<file path="src/rtl/line_ctrl_pkg.sv">
// line_ctrl_pkg
// Shared types and helpers for the line-following motor controller.
//   class_e   : sensor reading classification, in priority order
//   sat_clamp : saturate a signed integer into [lo, hi]
//   popcount  : number of set bits in a (zero-extended) vector
package line_ctrl_pkg;

  typedef enum logic [2:0] {
    PARK,
    CROSS,
    LOST,
    CENTRE,
    TURN
  } class_e;

  function automatic int sat_clamp(input int value, input int lo, input int hi);
    if (value < lo) return lo;
    if (value > hi) return hi;
    return value;
  endfunction

  function automatic int popcount(input logic [31:0] v);
    int n;
    n = 0;
    for (int i = 0; i < 32; i++) n = n + int'(v[i]);
    return n;
  endfunction

endpackage

</file>
<file path="src/rtl/line_classify.sv">
// line_classify
// Combinational classification of the line-sensor vector.
// Ports:
//   i_sensor : sensor vector, bit SENSOR_W-1 is the leftmost sensor
//   i_park   : parking code, any nonzero value means parking
//   o_class  : reading class (PARK > CROSS > LOST > CENTRE > TURN)
//   o_e      : signed imbalance, lit-left minus lit-right (centre excluded)
module line_classify
  import line_ctrl_pkg::*;
#(
  parameter int SENSOR_W = 5,
  parameter int E_W      = $clog2(SENSOR_W) + 1
) (
  input  logic [SENSOR_W-1:0]  i_sensor,
  input  logic [1:0]           i_park,
  output class_e               o_class,
  output logic signed [E_W-1:0] o_e
);

  localparam int C = SENSOR_W / 2;
  localparam logic [SENSOR_W-1:0] CENTRE_ONLY = {{(SENSOR_W-1){1'b0}}, 1'b1} << C;

  int w_left;
  int w_right;

  // Count lit sensors either side of the centre and pick the first matching class
  always_comb begin
    w_left  = popcount(32'(i_sensor[SENSOR_W-1:C+1]));
    w_right = popcount(32'(i_sensor[C-1:0]));
    o_e     = E_W'(w_left - w_right);
    o_class = TURN;
    if (i_park != 2'b00)              o_class = PARK;
    else if (&i_sensor)               o_class = CROSS;
    else if (i_sensor == '0)          o_class = LOST;
    else if (i_sensor == CENTRE_ONLY) o_class = CENTRE;
  end

endmodule

</file>
<file path="src/rtl/line_pwm_ctrl.sv">
// line_pwm_ctrl
// Speed and steering controller for the line-following car. A slow tick
// updates a saturating base speed and a steering offset from the sensors;
// two PWM channels turn base -/+ steer into left/right motor drive.
// Ports:
//   clk, rst_n     : clock, asynchronous active-low reset
//   sensor         : line sensors, 1 = line seen, MSB = leftmost
//   pwm_en         : motor enable; when low the PWM counter parks at 0
//   park           : nonzero requests parking speed at the next tick
//   pwm1, pwm2     : left / right motor PWM (registered)
//   duty_l, duty_r : active left / right duty
//   tick           : one-cycle pulse marking each speed update
module line_pwm_ctrl
  import line_ctrl_pkg::*;
#(
  parameter int SENSOR_W   = 5,
  parameter int TICK_DIV   = 8_000_000,
  parameter int PWM_PERIOD = 100,
  parameter int DUTY_W     = 8,
  parameter int DUTY_MIN   = 30,
  parameter int DUTY_MAX   = 100,
  parameter int DUTY_PARK  = 50,
  parameter int STEP_FAST  = 15,
  parameter int STEP_LOST  = 10,
  parameter int STEP_TURN  = 5,
  parameter int STEER_GAIN = 8
) (
  input  logic                clk,
  input  logic                rst_n,
  input  logic [SENSOR_W-1:0] sensor,
  input  logic                pwm_en,
  input  logic [1:0]          park,
  output logic                pwm1,
  output logic                pwm2,
  output logic [DUTY_W-1:0]   duty_l,
  output logic [DUTY_W-1:0]   duty_r,
  output logic                tick
);

  localparam int E_W = $clog2(SENSOR_W) + 1;
  localparam int T_W = $clog2(TICK_DIV);
  localparam int P_W = $clog2(PWM_PERIOD);
  localparam int B_W = DUTY_W + 2;

  logic [T_W-1:0]        r_tcnt;
  logic [P_W-1:0]        r_pcnt;
  logic [DUTY_W-1:0]     r_base;
  logic signed [B_W-1:0] r_steer;

  class_e                w_class;
  logic signed [E_W-1:0] w_e;
  int                    w_absE;
  logic signed [B_W-1:0] w_baseRaw;
  logic signed [B_W-1:0] w_steerNext;
  logic [DUTY_W-1:0]     w_baseNext;
  logic [DUTY_W-1:0]     w_pend [2];
  logic                  w_tick;
  logic                  w_wrap;

  line_classify #(
    .SENSOR_W (SENSOR_W),
    .E_W      (E_W)
  ) u_classify (
    .i_sensor (sensor),
    .i_park   (park),
    .o_class  (w_class),
    .o_e      (w_e)
  );

  assign w_tick = (r_tcnt == T_W'(TICK_DIV - 1));
  assign w_wrap = (r_pcnt == P_W'(PWM_PERIOD - 1));
  assign tick   = w_tick;
  assign w_absE = (w_e < 0) ? -int'(w_e) : int'(w_e);

  // Free-running update tick, independent of the motor enable
  always_ff @(posedge clk or negedge rst_n) begin
    if (!rst_n)      r_tcnt <= '0;
    else if (w_tick) r_tcnt <= '0;
    else             r_tcnt <= r_tcnt + T_W'(1);
  end

  // Next base/steer; the raw sum is clamped before it can ever be stored
  always_comb begin
    w_baseRaw   = B_W'(DUTY_PARK);
    w_steerNext = '0;
    case (w_class)
      PARK, CROSS: w_baseRaw = B_W'(DUTY_PARK);
      LOST:        w_baseRaw = B_W'(int'(r_base) + STEP_LOST);
      CENTRE: begin
        w_baseRaw   = B_W'(int'(r_base) + STEP_FAST);
        w_steerNext = B_W'(int'(w_e) * STEER_GAIN);
      end
      TURN: begin
        w_baseRaw   = B_W'(int'(r_base) - w_absE * STEP_TURN);
        w_steerNext = B_W'(int'(w_e) * STEER_GAIN);
      end
      default: ;
    endcase
    w_baseNext = DUTY_W'(sat_clamp(int'(w_baseRaw), DUTY_MIN, DUTY_MAX));
  end

  // Base speed and steering register only on the tick
  always_ff @(posedge clk or negedge rst_n) begin
    if (!rst_n) begin
      r_base  <= DUTY_W'(DUTY_PARK);
      r_steer <= '0;
    end else if (w_tick) begin
      r_base  <= w_baseNext;
      r_steer <= w_steerNext;
    end
  end

  // Positive steer means line to the left, so the left wheel slows
  always_comb begin
    w_pend[0] = DUTY_W'(sat_clamp(int'(r_base) - int'(r_steer), 0, PWM_PERIOD));
    w_pend[1] = DUTY_W'(sat_clamp(int'(r_base) + int'(r_steer), 0, PWM_PERIOD));
  end

  // PWM period counter, parked at 0 while the motors are disabled
  always_ff @(posedge clk or negedge rst_n) begin
    if (!rst_n)       r_pcnt <= '0;
    else if (!pwm_en) r_pcnt <= '0;
    else if (w_wrap)  r_pcnt <= '0;
    else              r_pcnt <= r_pcnt + P_W'(1);
  end

  // Per-wheel compare; duty reloads only on the wrap so no period is cut short
  for (genvar i = 0; i < 2; i++) begin : g_ch
    logic [DUTY_W-1:0] r_duty;
    logic              r_pwm;

    always_ff @(posedge clk or negedge rst_n) begin
      if (!rst_n) begin
        r_duty <= DUTY_W'(DUTY_PARK);
        r_pwm  <= 1'b0;
      end else begin
        if (w_wrap) r_duty <= w_pend[i];
        r_pwm <= pwm_en && (DUTY_W'(r_pcnt) < r_duty);
      end
    end
  end

  assign duty_l = g_ch[0].r_duty;
  assign duty_r = g_ch[1].r_duty;
  assign pwm1   = g_ch[0].r_pwm;
  assign pwm2   = g_ch[1].r_pwm;

endmodule
</file>
<file path="config.mk">
export PLATFORM = sky130hd
export DESIGN_NAME = line_pwm_ctrl
export DESIGN_NICKNAME = d
export VERILOG_FILES = /design/src/rtl/line_ctrl_pkg.sv /design/src/rtl/line_classify.sv /design/src/rtl/line_pwm_ctrl.sv
export SDC_FILE = /design/constraint.sdc
export NUM_CORES = 1
export LEC_CHECK = 0
export ABC_CLOCK_PERIOD_IN_PS = 8600
export CORE_MARGIN = 10
export CORE_UTILIZATION = 44
export CTS_BUF_LIST = sky130_fd_sc_hd__clkbuf_4 sky130_fd_sc_hd__clkbuf_8
export CTS_CLUSTER_DIAMETER = 150
export CTS_CLUSTER_SIZE = 25
export DETAILED_ROUTE_END_ITERATION = 6
export GPL_ROUTABILITY_DRIVEN = 0
export MAX_ROUTING_LAYER = met4
export SETUP_SLACK_MARGIN = 0.2
export SLEW_MARGIN = 20
export SYNTH_ARGS = -nofsm -noshare
export SYNTH_HDL_FRONTEND = slang
export SYNTH_SLANG_ARGS = --single-unit
</file>
<file path="constraint.sdc">
create_clock -name clk -period 8.6 [get_ports clk]
set_clock_uncertainty 0.05 [all_clocks]
set_input_delay 1.29 -clock clk [delete_from_list [all_inputs] [get_ports clk]]
set_output_delay 1.29 -clock clk [all_outputs]
set_load 0.005 [all_outputs]
</file>
==> results of run 1 <==
==> final cells by class <==
class                   instances  area, um^2
clock inverters                 5       37.54
multi-input cells             381        2990
flip-flops and latches         59        1488
repair buffers                 29       282.8
fillers                       977        5051
inverters                      53       198.9
clock buffers                  11       151.4
well taps                     136       170.2
==> power by group through the flow <==
| stage | Clock, mW | Sequential [mW] | Combinational, mW |
|---|---|---|---|
| 2_1_floorplan | 0 | 0.296 | 0.296 |
| 3_3_place_gp | 0 | 0.300 | 0.374 |
| 3_5_place_dp | 0 | 0.300 | 0.376 |
| 4_1_cts | 0.239 | 0.295 | 0.380 |
| 5_1_grt | 0.254 | 0.296 | 0.427 |
| 6_report | 0.233 | 0.295 | 0.380 |
==> worst reg2reg max path, cell delays in order (launching register included) <==
cell	delay (ns)
dfstp_2	0.67
inv_1	0.14
ha_1	0.31
ha_1	0.30
fa_1	0.54
inv_1	0.04
ha_1	0.20
or4_1	0.49
a21oi_2	0.17
nor2_1	0.07
xnor2_1	0.20
o221ai_1	0.22
o31ai_2	0.39
o21bai_1	0.18
nor3b_2	0.18
==> path summary, 6_finish.rpt <==
path | startpoint | endpoint | slack (ns) | cells after the start
setup / recovery | sensor[0] | r_base[3] | 2.41 | 21
hold / removal | r_tcnt[8] | r_tcnt[8] | 0.44 | 1
setup reg to reg | r_base[4] | r_base[1] | 4.37 | 14
hold reg to reg | r_tcnt[8] | r_tcnt[8] | 0.44 | 1
max in group asynchronous | rst_n | r_base[3] | 6.94 | 2
min in group asynchronous | rst_n | duty_r[6] | 1.05 | 2
==> placed cells by master (no fill, tap or decap), types with 15 or more instances in the layout <==
| cell type | count |
|---|---|
| nand2_1 | 28 |
| ha_1 | 61 |
| a21oi_1 | 15 |
| xor2_1 | 18 |
| a21o_1 | 15 |
| nand3_1 | 22 |
| clkdlybuf4s50_1 | 27 |
| xnor2_1 | 23 |
| nor2_1 | 41 |
| dfrtp_1 | 50 |
| inv_1 | 53 |
==> stage by stage <==
step                      util [%]  cells  setup slack (ns)  total power, mW
after floorplan                  -    499             2.924           0.5924
after global placement       49.47    658             2.185           0.6741
after detailed placement     49.47    658             2.048           0.6759
after CTS                    51.29    674             2.382           0.9132
after global routing         51.29    674             2.065           0.9765
final                        51.29    674             2.407           0.9076
==> cell families (layout without fill, tap and decap cells) <==
logic type | Yosys count | count (layout) | synth area share (%)
other | 1 | 5 | 0.08003
AND/OR/NAND/NOR | 160 | 160 | 18.45
XOR/XNOR | 41 | 41 | 7.663
multiplexers | 3 | 3 | 0.6676
adder cells (fa/ha/maj) | 70 | 70 | 20.13
AO/OA/AOI/OAI | 102 | 102 | 16.50
buffers and inverters | 59 | 98 | 4.753
flip-flops | 59 | 59 | 31.75
==> sequential cells by signal, summed over array words and instances (netlist names) <==
name / cells
duty_l: 8
duty_r: 8
pwm1: 1
pwm2: 1
r_base: 8
r_pcnt: 7
r_steer: 3
r_tcnt: 23
==> layer usage <==
metal  track usage (%)  wire length [um]
met1             18.21              5078
met2             23.24              4782
met3             3.008               380
met4             2.984                92
met5                 -                 0
==> impl_metrics.yaml, run 1 <==
clocking:
  insertion_delay_ns: 0.33
  clock-sinks: 59
  cts_hold_buf: 0
  numCtsBuffers: 9
  post_cts_buffers: 0
  clkTransAtPathRegs_ns: 0.07
  cts-resized-gates: 0
  cts_tree: "built"
  cts_buffer_depth: 2
  root_buffer: "clkbuf_8"
  htreeDepth: 3
synthesis:
  synth_cell_types: 66
  syn_area_per_cell_um2: 9.466
  synth_edf_count: 0
  ys_ff_latch: 59
  async_reset_ff_share_pct: 100.0
  yosys.area.top_type: "dfrtp_1"
  synth_top_area_share_pct: 26.70
  synth-warning-count: 0
  synthTopCellsByArea: "dfrtp_1 (27%), ha_1 (16%), dfstp_2 (5.0%)"
  synth_area_mm2: 0.004686
  netlist_instances: 495
  synth_common_cells: "ha_1 (61), inv_1 (53), dfrtp_1 (50)"
  synthFlopType: "dfrtp_1"
  seq_area_frac_synth_pct: 31.75
  post-synth-top-count-cell: "ha_1"
timing:
  timing.final.crit_share_pct: 72.01
  fin_crit_ns: 6.193
  finalSetupViolCount: 0
  max_freq_mhz: 161.5
  setup_tns_ns: 0
  hold_violations: 0
  slew_headroom_pct: 49.69
  maxSlewViolCount: 0
  worstMarginPinSlew_ns: 0.7526
  holdWs_ns: 0.4354
  grt_setup_unrepaired: "no"
detailed_routing:
  drtAntennaViolNets: 0
  drc: 0
  num_vias: 3606
  routed_wl_um: 10330
  drt-wirelength-per-cell_um: 15.33
  drt_iter0_drc: 260
  drtPass1Iterations: 4
  via_per_inst: 5.350
critical_path:
  crit_chain: "clkdlybuf4s50_1 -> inv_1 -> fa_1 -> ha_1 -> inv_1 -> ha_1 -> ha_1 -> inv_1 -> mux2i_1 -> ha_1 -> ha_1 -> inv_1 -> fa_1 -> a211o_1 -> a21o_1 -> a2111oi_2 -> xor2_1 -> and3_1 -> o21a_1 -> nor3_1 -> nor2_1"
  crit_path_max_fanout: 4
  crit_buf_inv: 5
  cp-end-kind: "flop"
  cp_top_family: "adder cells"
  cpPeakStageDelay_ns: 0.54
  worstPathArrival_ns: 6.34
  cpMaxStageDelayCell: "fa_1"
  cp_common_cell: "ha_1"
  required_ns: 8.75
  cp-start-kind: "input port"
  critPathKind: "input port to flop"
die:
  die_area_mm2: 0.01518
  design.core.area_mm2: 0.01037
  die_y_um: 123.2
  ios: 29
  row_count: 37
  start_util_pct: 45.19
  die_x_um: 123.2
power:
  switching_share_pct: 37.40
  switchingPower_uw: 339.4
  leakagePower_nw: 2.426
  power.share.combinational_pct: 41.9
  p_int_uw: 568.2
  power.share.sequential_pct: 32.5
  pwr_density_cell_mw_per_mm2: 170.6
  vdd_drop_max_mv: 0.1021
  power_frac_clock_pct: 25.7
layout:
  drive_gt1_share_pct: 8.550
  layout.nets: 613
  diodes: 0
  area_growth_pct: 13.51
  final_area_mm2: 0.005319
global_route:
  antenna_found_initial: 0
  grt_usage_pct: 14.38
  grt_pass1_wl_um: 17400
  grt_pass1_vias: 3626
  grt_start_max_net_pins: 60
  overflow: 0
placement:
  dp_hpwl_um: 8106
  post_dp_cell_area_mm2: 0.005130
  io_buffers: 28
run:
  cap_violations: 0
status:
  status: "completed"
min_path:
  hold_path_class: "flop to flop"
No activity file was read; power rests on OpenSTA's default activity.
==> run 2, diff against run 1 <==
--- a/config.mk
+++ b/config.mk
@@ -5,7 +5,7 @@
 export SDC_FILE = /design/constraint.sdc
 export NUM_CORES = 1
 export LEC_CHECK = 0
-export ABC_CLOCK_PERIOD_IN_PS = 8600
+export ABC_CLOCK_PERIOD_IN_PS = 6100
 export CORE_MARGIN = 10
 export CORE_UTILIZATION = 44
 export CTS_BUF_LIST = sky130_fd_sc_hd__clkbuf_4 sky130_fd_sc_hd__clkbuf_8
==> constraint.sdc (replaced) <==
create_clock -name clk -period 6.1 [get_ports clk]
set_clock_uncertainty 0.05 [all_clocks]
set_input_delay 0.915 -clock clk [delete_from_list [all_inputs] [get_ports clk]]
set_output_delay 0.915 -clock clk [all_outputs]
set_load 0.005 [all_outputs]
==> impl_metrics.yaml, run 2 (synthesis gave the netlist of run 1 again) <==
status:
  status: "completed"
critical_path:
  critPathKind: "input port to flop"
  rr_worst_depth: 14
  cp-start-kind: "input port"
  endpoint: "r_base[1]"
  required_ns: 6.31
  worstPathArrival_ns: 5.79
  r2r-start: "r_base[4]"
  reg2reg_to: "r_base[1]"
  crit_path_max_fanout: 4
  rrSetupSlack_ns: 1.92
  cp-end-kind: "flop"
  startpoint: "sensor[0]"
layout:
  final_util_pct: 51.89
  drive_gt1_share_pct: 9.797
  nFillCells: 997
  top_register: "r_tcnt"
  largest_reg_flops: 23
  final_common_cell: "ha_1"
  area_growth_pct: 14.85
  final_cell_mix: "ha_1 (60), inv_1 (53), dfrtp_1 (50)"
  layout.nets: 616
  diodes: 0
detailed_routing:
  routed_wl_um: 10490
  drc: 0
  num_vias: 3665
  drt-wirelength-per-cell_um: 15.49
  drt_iter0_drc: 254
  drtAntennaViolNets: 0
  drtPass1Iterations: 4
  via_per_inst: 5.414
run:
  cap_violations: 0
die:
  design.core.area_mm2: 0.01037
  die_y_um: 123.2
  row_count: 37
  die_area_mm2: 0.01518
  ios: 29
  die_x_um: 123.2
  start_util_pct: 45.19
power:
  switching_share_pct: 38.85
  switchingPower_uw: 505.1
  p_int_uw: 795.0
  power_frac_clock_pct: 23.6
  leakagePower_nw: 2.439
  pwr_density_cell_mw_per_mm2: 241.6
  vdd_drop_max_mv: 0.1676
  power.share.sequential_pct: 32.0
  power.share.combinational_pct: 44.4
global_route:
  grt_usage_pct: 14.59
  grt_start_max_net_pins: 60
  antenna_found_initial: 0
  overflow: 0
  grt_pass1_wl_um: 17730
  grt_pass1_vias: 3723
clocking:
  insertion_delay_ns: 0.34
  clock-sinks: 59
  numCtsBuffers: 9
  clkTransAtPathRegs_ns: 0.07
  root_buffer: "clkbuf_8"
  cts_tree: "built"
  cts_buffer_depth: 2
  htreeDepth: 3
timing:
  finalSetupViolCount: 0
  holdWs_ns: 0.4235
  max_freq_mhz: 179.3
  timing.final.crit_share_pct: 91.44
  grt_setup_unrepaired: "no"
  slew_headroom_pct: 50.47
  setup_slack_ns: 0.5223
  setup_tns_ns: 0
  maxSlewViolCount: 0
  fin_crit_ns: 5.578
  hold_violations: 0
  worstMarginPinSlew_ns: 0.7430
min_path:
  hold_path_class: "flop to flop"
placement:
  dp_hpwl_um: 8304
  io_buffers: 28
  dp_slack_ns: 0.008478
run 2: cell types whose count changed in the layout (fill, tap and decap cells not counted), sizes merged:
| cell | delta |
|---|---|
| clkbuf | -2 |
| clkinv | +1 |
| buf | +3 |
| inv | +1 |
run 2: repair_timing:
item                       4_1_cts  5_1_grt
hold buffers                     0        0
buffers inserted                 0        1
setup endpoints to repair        0        7
resized for setup                0        8
run 2: per-stage QoR:
stage | std cells | area (um^2) | power (mW)
floorplan | 499 | 4701 | 0.8351
global placement | 660 | 5145 | 0.9610
detailed placement | 660 | 5145 | 0.9740
CTS | 676 | 5313 | 1.287
global route | 677 | 5381 | 1.390
finish | 677 | 5381 | 1.300
run 2: power by group through the flow:
| stage | clock network (mW) | logic (mW) | registers [mW] |
|---|---|---|---|
| 3_5_place_dp | 0 | 0.550 | 0.424 |
| 2_1_floorplan | 0 | 0.418 | 0.418 |
| 3_3_place_gp | 0 | 0.539 | 0.422 |
| 5_1_grt | 0.330 | 0.642 | 0.417 |
| 6_report | 0.307 | 0.577 | 0.416 |
| 4_1_cts | 0.314 | 0.556 | 0.416 |
run 2: routing by layer:
metal  vias to the layer above  track usage, %  routed length [um]
met5                         -               -                   0
met3                        10           2.416                 399
met2                        62           24.20                5096
met4                         0           4.221                 141
met1                      1766           17.91                4850
li1                       1827               -                   -
run 2: worst min path at each step:
stage	depth (start not counted)	slack (ns)	start	to
finish	1	0.42	r_tcnt[8]	r_tcnt[8]
detailed placement	1	0.42	r_tcnt[8]	r_tcnt[8]
floorplan	1	0.40	r_tcnt[8]	r_tcnt[8]
CTS	1	0.43	r_tcnt[8]	r_tcnt[8]
global route	1	0.46	r_tcnt[8]	r_tcnt[8]
global placement	1	0.42	r_tcnt[8]	r_tcnt[8]
run 2: final cells by class:
type                    instances  area, um^2  area share, %
repair buffers                 32       305.3          5.673
clock buffers                   9       123.9          2.302
flip-flops and latches         59        1488          27.64
multi-input cells             381        3052          56.71
well taps                     136       170.2          3.162
inverters                      53       198.9          3.697
clock inverters                 7       43.79         0.8138
run 2: critical path, stage by stage:
cell,delay (ns)
clkdlybuf4s50_1,0.48
inv_1,0.08
fa_1,0.55
ha_1,0.14
inv_1,0.06
ha_4,0.23
ha_1,0.19
and2_1,0.18
ha_1,0.32
fa_1,0.54
inv_1,0.05
ha_1,0.21
or4_1,0.49
a21oi_2,0.16
nor2_1,0.07
xnor2_1,0.23
o221ai_2,0.19
o31ai_4,0.34
o21bai_1,0.17
nor3b_2,0.19
